--- src/rtl/sprite_pkg.sv ---
// Shared sprite-ROM geometry, default widths and the address packing helper
// used by the ROM arbiter and the per-sprite renderers.
package sprite_pkg;

  localparam int unsigned NSPRITES_DEFAULT = 8;
  localparam int unsigned SPR_SIZE_DEFAULT = 16;
  localparam int unsigned SW               = $clog2(NSPRITES_DEFAULT);
  localparam int unsigned CW               = $clog2(SPR_SIZE_DEFAULT);
  localparam int unsigned ADDR_W           = SW + 2 * CW;
  localparam int unsigned PIX_W            = 4;

  localparam logic [PIX_W-1:0] TRANSP_DEFAULT = 4'h0;

  typedef logic [ADDR_W-1:0] sprite_addr_t;

  // One pixel location inside the ROM, laid out exactly as the ROM address.
  typedef struct packed {
    logic [SW-1:0] spr;
    logic [CW-1:0] row;
    logic [CW-1:0] col;
  } sprite_loc_t;

  function automatic sprite_addr_t sprite_addr(
    input logic [SW-1:0] spr,
    input logic [CW-1:0] row,
    input logic [CW-1:0] col
  );
    sprite_loc_t loc;
    loc.spr = spr;
    loc.row = row;
    loc.col = col;
    return sprite_addr_t'(loc);
  endfunction

endpackage

--- src/rtl/rr_arbiter.sv ---
// Combinational round-robin picker: first active request at or above the
// pointer (with wrap), optionally with requester 0 pinned to top priority.
module rr_arbiter #(
  parameter int unsigned NREQ  = 4,
  parameter bit          PRIO0 = 1'b0,
  localparam int unsigned PW   = (NREQ > 1) ? $clog2(NREQ) : 1
) (
  input  logic [NREQ-1:0] i_req,
  input  logic [PW-1:0]   i_ptr,
  output logic [NREQ-1:0] o_gnt_c,
  output logic [PW-1:0]   o_win_c,
  output logic            o_any_c
);

  // Walk from the farthest candidate back to the pointer so the closest one wins.
  always_comb begin
    int unsigned v_idx;
    v_idx   = 0;
    o_any_c = |i_req;
    o_win_c = '0;
    for (int k = int'(NREQ) - 1; k >= 0; k--) begin
      v_idx = (32'(i_ptr) + 32'(k)) % NREQ;
      if (i_req[PW'(v_idx)]) begin
        o_win_c = PW'(v_idx);
      end
    end
    if (PRIO0 && i_req[0]) begin
      o_win_c = '0;
    end
  end

  always_comb begin
    o_gnt_c = '0;
    if (o_any_c) begin
      o_gnt_c[o_win_c] = 1'b1;
    end
  end

endmodule

--- src/rtl/sprite_rom_arbiter.sv ---
// Shares the sprite ROM read port among NREQ renderers: one grant per cycle,
// packed {sprite,row,col} address, and a 2-stage tag pipe that routes each pixel home.
module sprite_rom_arbiter
  import sprite_pkg::*;
#(
  parameter int unsigned      NREQ     = 4,
  parameter int unsigned      NSPRITES = 8,
  parameter int unsigned      SPR_SIZE = 16,
  parameter logic [PIX_W-1:0] TRANSP   = TRANSP_DEFAULT,
  parameter bit               PRIO0    = 1'b0,
  localparam int unsigned SPR_W = $clog2(NSPRITES),
  localparam int unsigned CRD_W = $clog2(SPR_SIZE),
  localparam int unsigned AW    = SPR_W + 2 * CRD_W,
  localparam int unsigned PW    = (NREQ > 1) ? $clog2(NREQ) : 1
) (
  input  logic                    clk,
  input  logic                    rstn,
  input  logic [NREQ-1:0]         req,
  input  logic [NREQ*SPR_W-1:0]   spr_id,
  input  logic [NREQ*CRD_W-1:0]   row,
  input  logic [NREQ*CRD_W-1:0]   col,
  output logic [NREQ-1:0]         gnt,
  output logic [NREQ-1:0]         rvalid,
  output logic [PIX_W-1:0]        pixel_o,
  output logic                    opaque_o,
  output logic [AW-1:0]           rom_add,
  input  logic [PIX_W-1:0]        rom_pixel
);

  logic [PW-1:0]   r_ptr;
  logic [AW-1:0]   r_add;
  logic [NREQ-1:0] r_tag1;
  logic [NREQ-1:0] r_tag2;

  logic [NREQ-1:0] w_gnt;
  logic [PW-1:0]   w_win;
  logic            w_any;
  logic [PW-1:0]   w_ptr_nxt;
  logic [AW-1:0]   w_add;

  logic [SPR_W-1:0] w_spr_a [NREQ];
  logic [CRD_W-1:0] w_row_a [NREQ];
  logic [CRD_W-1:0] w_col_a [NREQ];

  for (genvar i = 0; i < NREQ; i++) begin : g_unpack
    assign w_spr_a[i] = spr_id[i*SPR_W +: SPR_W];
    assign w_row_a[i] = row[i*CRD_W +: CRD_W];
    assign w_col_a[i] = col[i*CRD_W +: CRD_W];
  end

  rr_arbiter #(
    .NREQ  (NREQ),
    .PRIO0 (PRIO0)
  ) u_rr (
    .i_req   (req),
    .i_ptr   (r_ptr),
    .o_gnt_c (w_gnt),
    .o_win_c (w_win),
    .o_any_c (w_any)
  );

  // Default geometry shares the renderers' packing helper; other sizes pack inline.
  if (SPR_W == SW && CRD_W == CW) begin : g_pkg_addr
    assign w_add = sprite_addr(w_spr_a[w_win], w_row_a[w_win], w_col_a[w_win]);
  end else begin : g_cat_addr
    assign w_add = {w_spr_a[w_win], w_row_a[w_win], w_col_a[w_win]};
  end

  // Pinned requester 0 does not advance the rotation.
  always_comb begin
    w_ptr_nxt = r_ptr;
    if (w_any && !(PRIO0 && (w_win == '0))) begin
      w_ptr_nxt = (w_win == PW'(NREQ - 1)) ? '0 : w_win + PW'(1);
    end
  end

  always_ff @(posedge clk or negedge rstn) begin
    if (!rstn) begin
      r_ptr  <= '0;
      r_add  <= '0;
      r_tag1 <= '0;
      r_tag2 <= '0;
    end else begin
      r_ptr  <= w_ptr_nxt;
      r_tag1 <= w_gnt;
      r_tag2 <= r_tag1;
      if (w_any) begin
        r_add <= w_add;
      end
    end
  end

  assign gnt      = w_gnt;
  assign rvalid   = r_tag2;
  assign rom_add  = r_add;
  assign pixel_o  = rom_pixel;
  assign opaque_o = (|r_tag2) && (rom_pixel != TRANSP);

endmodule

--- config.mk ---
export PLATFORM = sky130hd
export DESIGN_NAME = sprite_rom_arbiter
export DESIGN_NICKNAME = d
export VERILOG_FILES = /design/src/rtl/sprite_pkg.sv /design/src/rtl/rr_arbiter.sv /design/src/rtl/sprite_rom_arbiter.sv
export SDC_FILE = /design/constraint.sdc
export NUM_CORES = 1
export LEC_CHECK = 0
export ABC_CLOCK_PERIOD_IN_PS = 2630
export BUFFER_PORTS_ARGS = -buffer_cell sky130_fd_sc_hd__buf_2
export CAP_MARGIN = 0
export CORE_UTILIZATION = 42
export CTS_CLUSTER_DIAMETER = 80
export DETAILED_ROUTE_END_ITERATION = 10
export PLACE_DENSITY = 0.79
export SLEW_MARGIN = 40
export SYNTH_ARGS = -nofsm -noshare
export SYNTH_HDL_FRONTEND = slang
export SYNTH_SLANG_ARGS = --single-unit
--- constraint.sdc ---
create_clock -name clk -period 2.63 [get_ports clk]
set_input_delay 0.1315 -clock clk [delete_from_list [all_inputs] [get_ports clk]]
set_output_delay 0.1315 -clock clk [all_outputs]
set_load 0.1 [all_outputs]
[After elaboration in Yosys (flattened, before gate mapping)]
Index checks and enable logic that the tools add are counted.
Cells by class
  $add $sub $neg: 4
  order comparisons: 7
  eq/ne operators: 1
  mux-type cells: 25
  bitwise gates (word level): 1
  reductions and logical operators: 5
Operator list (number)
  $mux 4: 5
  $bmux 4 s2: 2
  $lt 2x3->1 const B: 5
  $mux 2: 5
  $bmux 1 s2: 4
  $reduce_or 4->1: 2
  $bmux 3 s2: 1
  $mux 3: 2
  $mux 1: 5
  $add 2x1->2 const B: 2
  $add 2x2->2 const B: 2
  $reduce_bool 4->1: 1
  $ge 3x3->1 const B: 1
  $not 2->3: 1
  $demux 1 s2: 1
  $eq 2x2->1 const B: 1
  $ge 2x1->1 const B: 1
  $logic_and 1x1->1: 2
Word-level totals
  register bits: 21
  input port bits: 54
  output and inout bits: 24
  logic and storage cells: 47

[Depth between registers and ports, before layout]
Gate-level depths: netlist of run 1.
  depth in word-level cells: 12
  mapped depth: 8
  mapped depth without buffers: 6

[Modules after synthesis]
Synthesis of run 1 repeated with hierarchy kept, for this count alone.
Second synthesis, totals
  cell total of the unflattened synthesis: 117
  area total of the unflattened synthesis: 1281.2 µm²
Modules (own cells, without submodules)
  sprite_rom_arbiter: instances 1, cells an instance 84, area each 1069.8 µm², sequential area each 525.5 µm²
  rr_arbiter: instances 1, cells an instance 33, area each 211.5 µm², sequential area each 0.0 µm²

[Worst setup path before layout of run 1]
OpenSTA, ideal clock, no wires.
  path kind: register -> register
  from: register r_ptr[1]
  to: register r_tag1[3]
  setup time: 273 ps
  arrival time: 2786 ps
  required time: 2357 ps
  path slack: -430 ps
  stages on the path, launching flop included: 8
  path buffers: 3
  clock period less this slack: 3060 ps
  path through: dfrtp_1 -> buf_2 -> a21bo_1 -> a221oi_2 -> buf_6 -> buf_6 -> ha_1 -> nor2b_1
On the way
  cells in the longest elaborated chain, start to end: 12
Ends and longest elaborated chain
  start: declaration: RTL line sprite_rom_arbiter.sv:30  | logic [PW-1:0] r_ptr;
  start signal: assignment: RTL line sprite_rom_arbiter.sv:84  | r_ptr <= w_ptr_nxt;
  $add 2x2->2: RTL line rr_arbiter.sv:22  | v_idx = (32'(i_ptr) + 32'(k)) % NREQ;
  $bmux 1 s2: RTL line rr_arbiter.sv:23  | if (i_req[PW'(v_idx)]) begin
  $mux 1 (implied by the code): RTL line rr_arbiter.sv:23
  $mux 2 (3 in series): RTL line rr_arbiter.sv:23
  $mux 2 *: RTL line rr_arbiter.sv:23
  $lt 2x3->1 (implied by the code) / $ge 2x1->1 (equally long branches): RTL line rr_arbiter.sv:35  | o_gnt_c[o_win_c] = 1'b1;
  $logic_and 1x1->1 (implied by the code): RTL line rr_arbiter.sv:35
  $mux 1 (implied by the code): RTL line rr_arbiter.sv:35
  $demux 1 s2 *
  $mux 4 *: RTL line rr_arbiter.sv:34  | if (o_any_c) begin
  named net gnt[3]: RTL line sprite_rom_arbiter.sv:22  | output logic [NREQ-1:0] gnt,
  end signal: assignment: RTL line sprite_rom_arbiter.sv:85  | r_tag1 <= w_gnt;
  end: declaration: RTL line sprite_rom_arbiter.sv:32  | logic [NREQ-1:0] r_tag1;
The timed path passes the listed nets; every way through them passes the cells marked *. The select of a mux whose other input is x is not followed.
A chain may end at the register's enable or synchronous reset.

[Worst setup path after layout of run 1]
  from: register r_ptr[1]
  to: output port gnt[3]
On the way
  cells in the longest elaborated chain, start to end: 12
Ends and longest elaborated chain (RTL line)
  $add 2x2->2: rr_arbiter.sv:22
  $bmux 1 s2: rr_arbiter.sv:23
  $mux 1 (implied by the code): rr_arbiter.sv:23
  $mux 2 (3 in series): rr_arbiter.sv:23
  $mux 2 *: rr_arbiter.sv:23
  $lt 2x3->1 (implied by the code) / $ge 2x1->1 (equally long branches): rr_arbiter.sv:35
  $logic_and 1x1->1 (implied by the code): rr_arbiter.sv:35
  $mux 1 (implied by the code): rr_arbiter.sv:35
  $demux 1 s2 *
  $mux 4 *: rr_arbiter.sv:34
  end: declaration: sprite_rom_arbiter.sv:22
Every way passes the cells marked *; elsewhere a longest branch is shown, timed or not. The select of a mux whose other input is x is not followed.

==> results of run 1 <==
cell usage after synthesis, types with 2 or more instances:
cell and number:
a21boi_0 7, a21boi_1 3, a21oi_1 15, buf_4 4
buf_6 2, clkbuf_1 3, dfrtp_1 21, inv_1 2
mux2i_1 23, nor2_1 3, nor2b_1 14, nor4_1 3
metal layers:
metal | global-route usage | up-vias | part of all wire
met5 | 0 | - | 0
li1 | - | 549 | -
met4 | 0.1150 | 0 | 0.026
met1 | 0.2060 | 534 | 0.39
met2 | 0.3350 | 61 | 0.50
met3 | 0.04419 | 8 | 0.077
worst max-delay path: cells and delay by family (launching register included):
kind	cells	cell delay (ns)
AOI/OAI and AO/OA	2	0.72
DFF	1	0.49
adders and majority gates	1	0.21
and+or+nand+nor	1	0.20
buffers and inverters	1	0.20
timing repair:
item,in CTS,in global routing
endpoints found under the hold margin,21,0
resized for setup,0,0
hold buffers,1,0
setup buffers,0,0
flip-flops by register name, indices dropped and copies added, names as in the netlist:
name / flops
r_tag1: 4
rvalid: 4
rom_add: 11
r_ptr: 2
worst max path at each step:
stage / from / to / slack [ns] / depth (start not counted)
final: r_ptr[1] / gnt[3] / 0.37 / 5
after global routing: r_ptr[0] / gnt[0] / 0.26 / 5
after CTS: r_ptr[1] / gnt[3] / 0.35 / 5
after detailed placement: r_ptr[1] / rom_add[5] / 0.48 / 6
after global placement: r_ptr[1] / rom_add[9] / 0.66 / 6
after floorplan: rvalid[1] / opaque_o / 0.14 / 2
layout by cell type, fill, tap and decap left out:
| cell | instances |
|---|---|
| and2_1 | 1 |
| a21boi_2 | 1 |
| o22ai_1 | 1 |
| dfrtp_1 | 21 |
| and2b_2 | 1 |
| nor4_1 | 2 |
| nor3b_1 | 1 |
| o22a_2 | 1 |
| a21boi_0 | 7 |
| a21boi_1 | 3 |
| nor2b_2 | 3 |
| a221oi_4 | 1 |
| clkinvlp_4 | 1 |
| mux2_2 | 1 |
| buf_12 | 3 |
| o21ai_0 | 1 |
| dlygate4sd3_1 | 1 |
| a21bo_1 | 1 |
| mux2i_1 | 23 |
| nor2_1 | 3 |
| nor2b_1 | 11 |
| clkbuf_4 | 3 |
| buf_2 | 74 |
| inv_1 | 2 |
| a21oi_1 | 15 |
| buf_4 | 5 |
| ha_1 | 1 |
| nand2_1 | 1 |
| nor4_2 | 1 |
area by class of cell:
type	instances	area [um2]	share of cell area
Multi-Input combinational cell	80	630.6	0.3687
Tap cell	31	38.79	0.02268
Timing Repair Buffer	83	478.0	0.2794
Clock inverter	1	7.507	0.004389
Clock buffer	3	22.52	0.01317
Sequential cell	21	525.5	0.3072
Inverter	2	7.507	0.004389
kinds of logic (layout without fill, tap and decap cells):
kind of cell,Yosys count,after routing,share of synthesized area
and+or+nand+nor,24,24,0.1172
AOI/OAI and AO/OA,31,31,0.1692
DFF,21,21,0.4281
adders and majority gates,1,1,0.01019
muxes,24,24,0.1967
buffers and inverters,13,89,0.07849
power by group through the flow:
stage          combinational, mW  sequential, mW  clock, mW
4_1_cts                     1.64           0.533      0.165
5_1_grt                     1.69           0.549      0.182
6_report                    1.63           0.533      0.158
3_5_place_dp                1.64           0.536          0
2_1_floorplan              0.655            1.22          0
3_3_place_gp                1.62           0.527          0
==> results by group, run 1 <==
Run status
  • Run status: completed

Drt
  • Drt drc: 0
  • Initial detailed-routing violation count: 17
  • Avg WL per Cell: 12.92 um
  • Detailed-route vias per instance: 5.213
  • TritonRoute pass-1 iters: 3
  • Via count: 1152
  • DRT Wirelength: 2855 um
  • Routed Antenna Nets: 0

Global route
  • Remaining Overflow, GRT: 0
  • Initial antenna violation count: 0
  • First-pass GRT wire length: 4595 um
  • Largest net degree at the start of global routing: 22
  • Vias in the first global route: 1093
  • Tot GR Track Use: 0.1905

Synthesis
  • Synth area leaders: dfrtp_1, mux2i_1, nor2b_1, a21oi_1, a21boi_0
  • Post-synth EDFFs: 0
  • Mean post-synth cell area: 10.77 um2
  • Post-synthesis cell type count: 26
  • Synth warn: 0
  • FF+latch count, synth: 21
  • Leading area contributor after synthesis: dfrtp_1
  • Synth top area share: 0.4281
  • Cells after Synth: 114
  • Synthesized Nets: 169
  • Post-Syn Area: 0.001227 mm2
  • Register area share after synthesis: 0.4281
  • Ys flop type: dfrtp_1
  • Ys async rst share: 1.000

Clock network
  • Max Root-Sink Buffers: 2
  • Clock Sinks: 21
  • Num CTS Buffers: 3
  • Clock slew at reported path FFs: 0.12 ns
  • H-tree Lvls: 1
  • CTS tree: done
  • Worst-Skew Late Latency: 0.31 ns
  • Root buf cell: clkbuf_4

Pwr
  • Pwr/cell area: 1358 mW/mm2
  • NetSw: 1.438 mW
  • Comb pwr share: 0.702
  • Clk pwr share: 0.068
  • Sequential fraction of design power: 0.230
  • Overall power: 2.323 mW
  • Net Sw Frac: 0.6190
  • Leak Pwr: 0.8846 nW
  • VDD IR max: 1.289 mV
  • P_int: 0.8850 mW

Hold path
  • Worst hold path stage count: 3
  • Hold Startpoint: spr_id[6]
  • WHS Endpoint: rom_add[8]
  • HP Class: input port to flip-flop

Layout
  • Share of cells above drive strength 1: 0.5000
  • Final-stage net count: 246
  • Fin area: 0.001710 mm2
  • Layout area overhead: 39.35%
  • Fin cells: 221
  • Fillers: 241
  • Fin util: 0.6202
  • Ant diodes: 0

Die
  • Die area: 0.003143 mm2
  • Die height: 56.06 um
  • IO Pins: 78
  • Die Wd: 56.06 um
  • Core box area: 0.002758 mm2
  • Starting Density: 0.4451
  • Row count: 19

Critical path
  • Crit Reg-Reg Startpoint: r_ptr[1]
  • Crit. End Element: primary output
  • Critical path's largest stage delay: 0.49 ns
  • Worst path cell trace: a21bo_1 -> a221oi_4 -> ha_1 -> nor2b_2 -> buf_12
  • Crit start category: flip-flop
  • Arrival time worst endpoint: 2.13 ns
  • Worst Reg-to-Reg Cells: 6
  • Setup slack, reg-to-reg: 0.50 ns
  • Crit path max fanout: 8
  • Kind of critical path: flip-flop to primary output
  • CP max-delay cell: dfrtp_1
  • Data required, critical path: 2.50 ns
  • Worst reg2reg endpoint: rom_add[10]

Timing
  • Final hold violation count: 0
  • Clock skew: 0.008930 ns
  • Final hold slack: 0.1213 ns
  • Period Utilization, post-route: 0.8590
  • Max_slew headroom: 0.6762
  • Period minus WS final: 2.259 ns
  • Final WS setup: 0.3709 ns
  • Setup TNS: 0 ns
  • Pins Over Slew Limit: 0
  • Final setup viols: 0
  • RSZ-0062 raised after global routing: no
  • Fmax: 0.4427 GHz
  • Worst-Margin Slew: 0.4891 ns

Placed design
  • HPWL after detailed placement: 2248 um
  • Setup slack at placement: 0.4831 ns
  • Placed Cells: 216
  • Placed Area: 0.001670 mm2
  • Buffers on Ports: 77
  • GPL Wtd Cong: 0.7112

Run
  • Max-Cap Viols: 0
No activity file was read; power rests on OpenSTA's default activity.
==> inputs of run 2 (changes only) <==
- CORE_UTILIZATION: 42 -> 43
- PLACE_DENSITY: 0.79 -> 0.8
- SYNTH_HIERARCHICAL: unset -> 1
==> run 2 against run 1 <==
Net effect:
- non-clock buffer count is 3 lower
- largest cell class unchanged
- clock skew is 0.0028 ns higher
- final cell count is 1.4% lower
- power is 0.14% higher
- final area is 4.0% lower
- synthesized cell count is 2.6% higher
==> results by group, run 2 <==
Run status
  • Run status: completed (unchanged)

Synthesis
  • Largest family of logic cells by synthesized area: multiplexers (unchanged)
  • Leading area contributor after synthesis: dfrtp_1 (unchanged)
  • Mux cell area share after synthesis: 0.1973 (was 0.1967)
  • Fraction of synthesized cell area in xor and xnor cells: 0 (unchanged)
  • Top-count cell post-synth: mux2i_1 (unchanged)
  • Post-synth EDFFs: 0 (unchanged)
  • Synth area leaders: dfrtp_1, mux2i_1, o221ai_1, nand2b_1, buf_4 (was dfrtp_1, mux2i_1, nor2b_1, a21oi_1, a21boi_0)
  • Post-synthesis adder-cell area fraction: 0.009766 (was 0.01019)
  • Mean post-synth cell area: 10.95 um2 (was 10.77 um2)
  • Complex-gate fraction of the synthesized area: 0.1670 (was 0.1692)
  • Post-Syn Area: 0.001281 mm2 (was 0.001227 mm2)
  • Register area share after synthesis: 0.4102 (was 0.4281)
  • Ys flop type: dfrtp_1 (unchanged)
  • Post-synthesis cell type count: 28 (was 26)
  • Cells after Synth: 117 (was 114)
  • Ys async rst share: 1.000 (unchanged)
  • Synth warn: 6 (was 0)
  • Synth top area share: 0.4102 (was 0.4281)
  • Synthesized Nets: 172 (was 169)
  • FF+latch count, synth: 21 (unchanged)
  • Synth cell count leaders: mux2i_1, dfrtp_1, nand2b_1, o221ai_1 (was mux2i_1, dfrtp_1, a21oi_1, nor2b_1, a21boi_0)
  • Simple-gate share of the synthesized area: 0.1016 (was 0.1172)

Layout
  • Sequential Area: 525.5 um2 (unchanged)
  • Fillers: 233 (was 241)
  • Fin cells: 218 (was 221)
  • Share of cells above drive strength 1: 0.4706 (was 0.5000)
  • Layout area overhead: 28.12% (was 39.35%)
  • Commonest non-fill, non-tap cells in the layout: buf_2, mux2i_1, dfrtp_1 (unchanged)
  • Multi-input logic area: 624.3 um2 (was 630.6 um2)
  • Most common cell after layout, fill and taps aside: buf_2 (unchanged)
  • Ant diodes: 0 (unchanged)
  • Final-stage net count: 243 (was 246)
  • Fin util: 0.5902 (was 0.6202)
  • Max reg flops: 11 (unchanged)

Drt
  • Avg WL per Cell: 14.55 um (was 12.92 um)
  • Drt drc: 0 (unchanged)
  • TritonRoute pass-1 iters: 4 (was 3)
  • DRT Wirelength: 3172 um (was 2855 um)
  • Routed Antenna Nets: 0 (unchanged)
  • Via count: 1192 (was 1152)
  • Initial detailed-routing violation count: 51 (was 17)
  • Detailed-route vias per instance: 5.468 (was 5.213)

Critical path
  • Crit start category: flip-flop (unchanged)
  • Worst Reg-to-Reg Cells: 6 (unchanged)
  • Data required, critical path: 2.80 ns (was 2.50 ns)
  • Arrival time worst endpoint: 2.18 ns (was 2.13 ns)
  • Crit. End Element: flip-flop (was primary output)
  • Crit Reg-Reg Startpoint: r_ptr[1] (unchanged)
  • Crit. Startpoint: r_ptr[1] (unchanged)
  • Crit path max fanout: 12 (was 8)
  • Kind of critical path: flip-flop to flip-flop (was flip-flop to primary output)
  • Setup slack, reg-to-reg: 0.62 ns (was 0.50 ns)
  • Worst reg2reg endpoint: rom_add[9] (was rom_add[10])

Clock network
  • Worst-Skew Late Latency: 0.31 ns (about the same)
  • Root buf cell: clkbuf_4 (unchanged)
  • CTS tree: done (unchanged)
  • Post-CTS sizing: 0 (unchanged)
  • Clock Sinks: 21 (unchanged)
  • CTS Hold Bufs: 1 (unchanged)
  • Max Root-Sink Buffers: 2 (unchanged)
  • Num CTS Buffers: 3 (unchanged)
  • Clock slew at reported path FFs: 0.11 ns (was 0.12 ns)
  • Setup Fix Bufs, Post-CTS: 0 (unchanged)
  • H-tree Lvls: 1 (unchanged)

Placed design
  • Buffers on Ports: 77 (unchanged)
  • HPWL after detailed placement: 2431 um (was 2248 um)
  • Placed Cells: 213 (was 216)
  • GPL Wtd Cong: 0.8711 (was 0.7112)

Global route
  • Met2 Usage GRT: 0.3395 (was 0.3350)
  • GR Util met1: 0.2500 (was 0.2060)
  • Layer with the highest usage: met2 (unchanged)
  • Remaining Overflow, GRT: 0 (unchanged)
  • Largest net degree at the start of global routing: 22 (unchanged)
  • First-pass GRT wire length: 4954 um (was 4595 um)
  • Initial antenna violation count: 0 (unchanged)
  • Tot GR Track Use: 0.1977 (was 0.1905)
  • Met3 Track Usage GR: 0.03917 (was 0.04419)
  • Vias in the first global route: 1160 (was 1093)

Die
  • Die area: 0.003202 mm2 (was 0.003143 mm2)
  • IO Pins: 78 (unchanged)
  • Row count: 19 (unchanged)
  • Starting Density: 0.4606 (was 0.4451)
  • Die height: 56.59 um (was 56.06 um)
  • Core box area: 0.002781 mm2 (was 0.002758 mm2)
  • Die Wd: 56.59 um (was 56.06 um)

Hold path
  • Worst hold path stage count: 2 (was 3)
  • Hold Startpoint: req[3] (was spr_id[6])
  • WHS Endpoint: r_tag1[3] (was rom_add[8])
  • HP Class: input port to flip-flop (unchanged)

Pwr
  • Pwr/cell area: 1417 mW/mm2 (was 1358 mW/mm2)
  • Leak Pwr: 0.8655 nW (was 0.8846 nW)
  • VDD IR max: 0.9690 mV (was 1.289 mV)
  • Overall power: 2.326 mW (was 2.323 mW)

Timing
  • Period Utilization, post-route: 0.7660 (was 0.8590)
  • Setup TNS: 0 ns (unchanged)
  • Pins Over Slew Limit: 0 (unchanged)
  • Clock skew: 0.01178 ns (was 0.008930 ns)
  • Period minus WS final: 2.015 ns (was 2.259 ns)
  • Final hold violation count: 0 (unchanged)
  • Fmax: 0.4964 GHz (was 0.4427 GHz)
  • Final hold slack: 0.1345 ns (was 0.1213 ns)
  • Final setup viols: 0 (unchanged)
  • Max_slew headroom: 0.6715 (was 0.6762)
  • Worst-Margin Slew: 0.4961 ns (was 0.4891 ns)
  • RSZ-0062 raised after global routing: no (unchanged)

Run
  • Max-Cap Viols: 0 (unchanged)
[run 2: how the worst max path moves through the flow]
stage	end	slack [ns]	depth (start not counted)
3_5_place_dp	rom_add[9]	0.63	6
6_report	rom_add[9]	0.62	6
2_1_floorplan	opaque_o	0.16	2
4_1_cts	rom_add[9]	0.62	6
5_1_grt	rom_add[9]	0.50	6
3_3_place_gp	rom_add[9]	0.72	6
[run 2: cells by family after synthesis]
group | count (synthesis)
AND/OR/NAND/NOR | 24
flip-flops | 21
multiplexers | 25
adder cells (fa/ha/maj) | 1
buffers and inverters | 18
AO/OA/AOI/OAI | 28
[run 2: cell type report]
class                      count  share of cell area
clock inverter                 1            0.003049
clock buffer                   3             0.01372
inverter                       4            0.009146
timing repair buffer          80              0.2500
sequential                    21              0.3201
tap                           31             0.02363
multi-input combinational     78              0.3803
[run 2: per-layer routing]
| layer | part of all wire | vias up | wire length, um |
|---|---|---|---|
| met1 | 0.42 | 550 | 1346 |
| met4 | 0.0035 | 0 | 11 |
| li1 | - | 564 | - |
| met5 | 0 | - | 0 |
| met3 | 0.098 | 2 | 312 |
| met2 | 0.47 | 76 | 1502 |
[run 2: power breakdown]
part	internal, mW	switching (mW)	total (mW)
Clock	0.0567	0.100	0.157
Sequential	0.454	0.0972	0.552
Combinational	0.339	1.28	1.62
[run 2: per-stage QoR]
stage                     area, um2  setup WS [ns]
after floorplan                1281         0.1585
after global placement         1604         0.7208
after detailed placement       1604         0.6264
after CTS                      1642         0.6177
after global routing           1642         0.5016
final                          1642         0.6154
[run 2: worst max-delay path: stages (launching register included)]
cell and delay (ns):
dfrtp_1 0.57, mux2i_1 0.22, o22ai_1 0.13, a31oi_4 0.31, buf_4 0.28, mux2i_1 0.24
o221ai_1 0.14
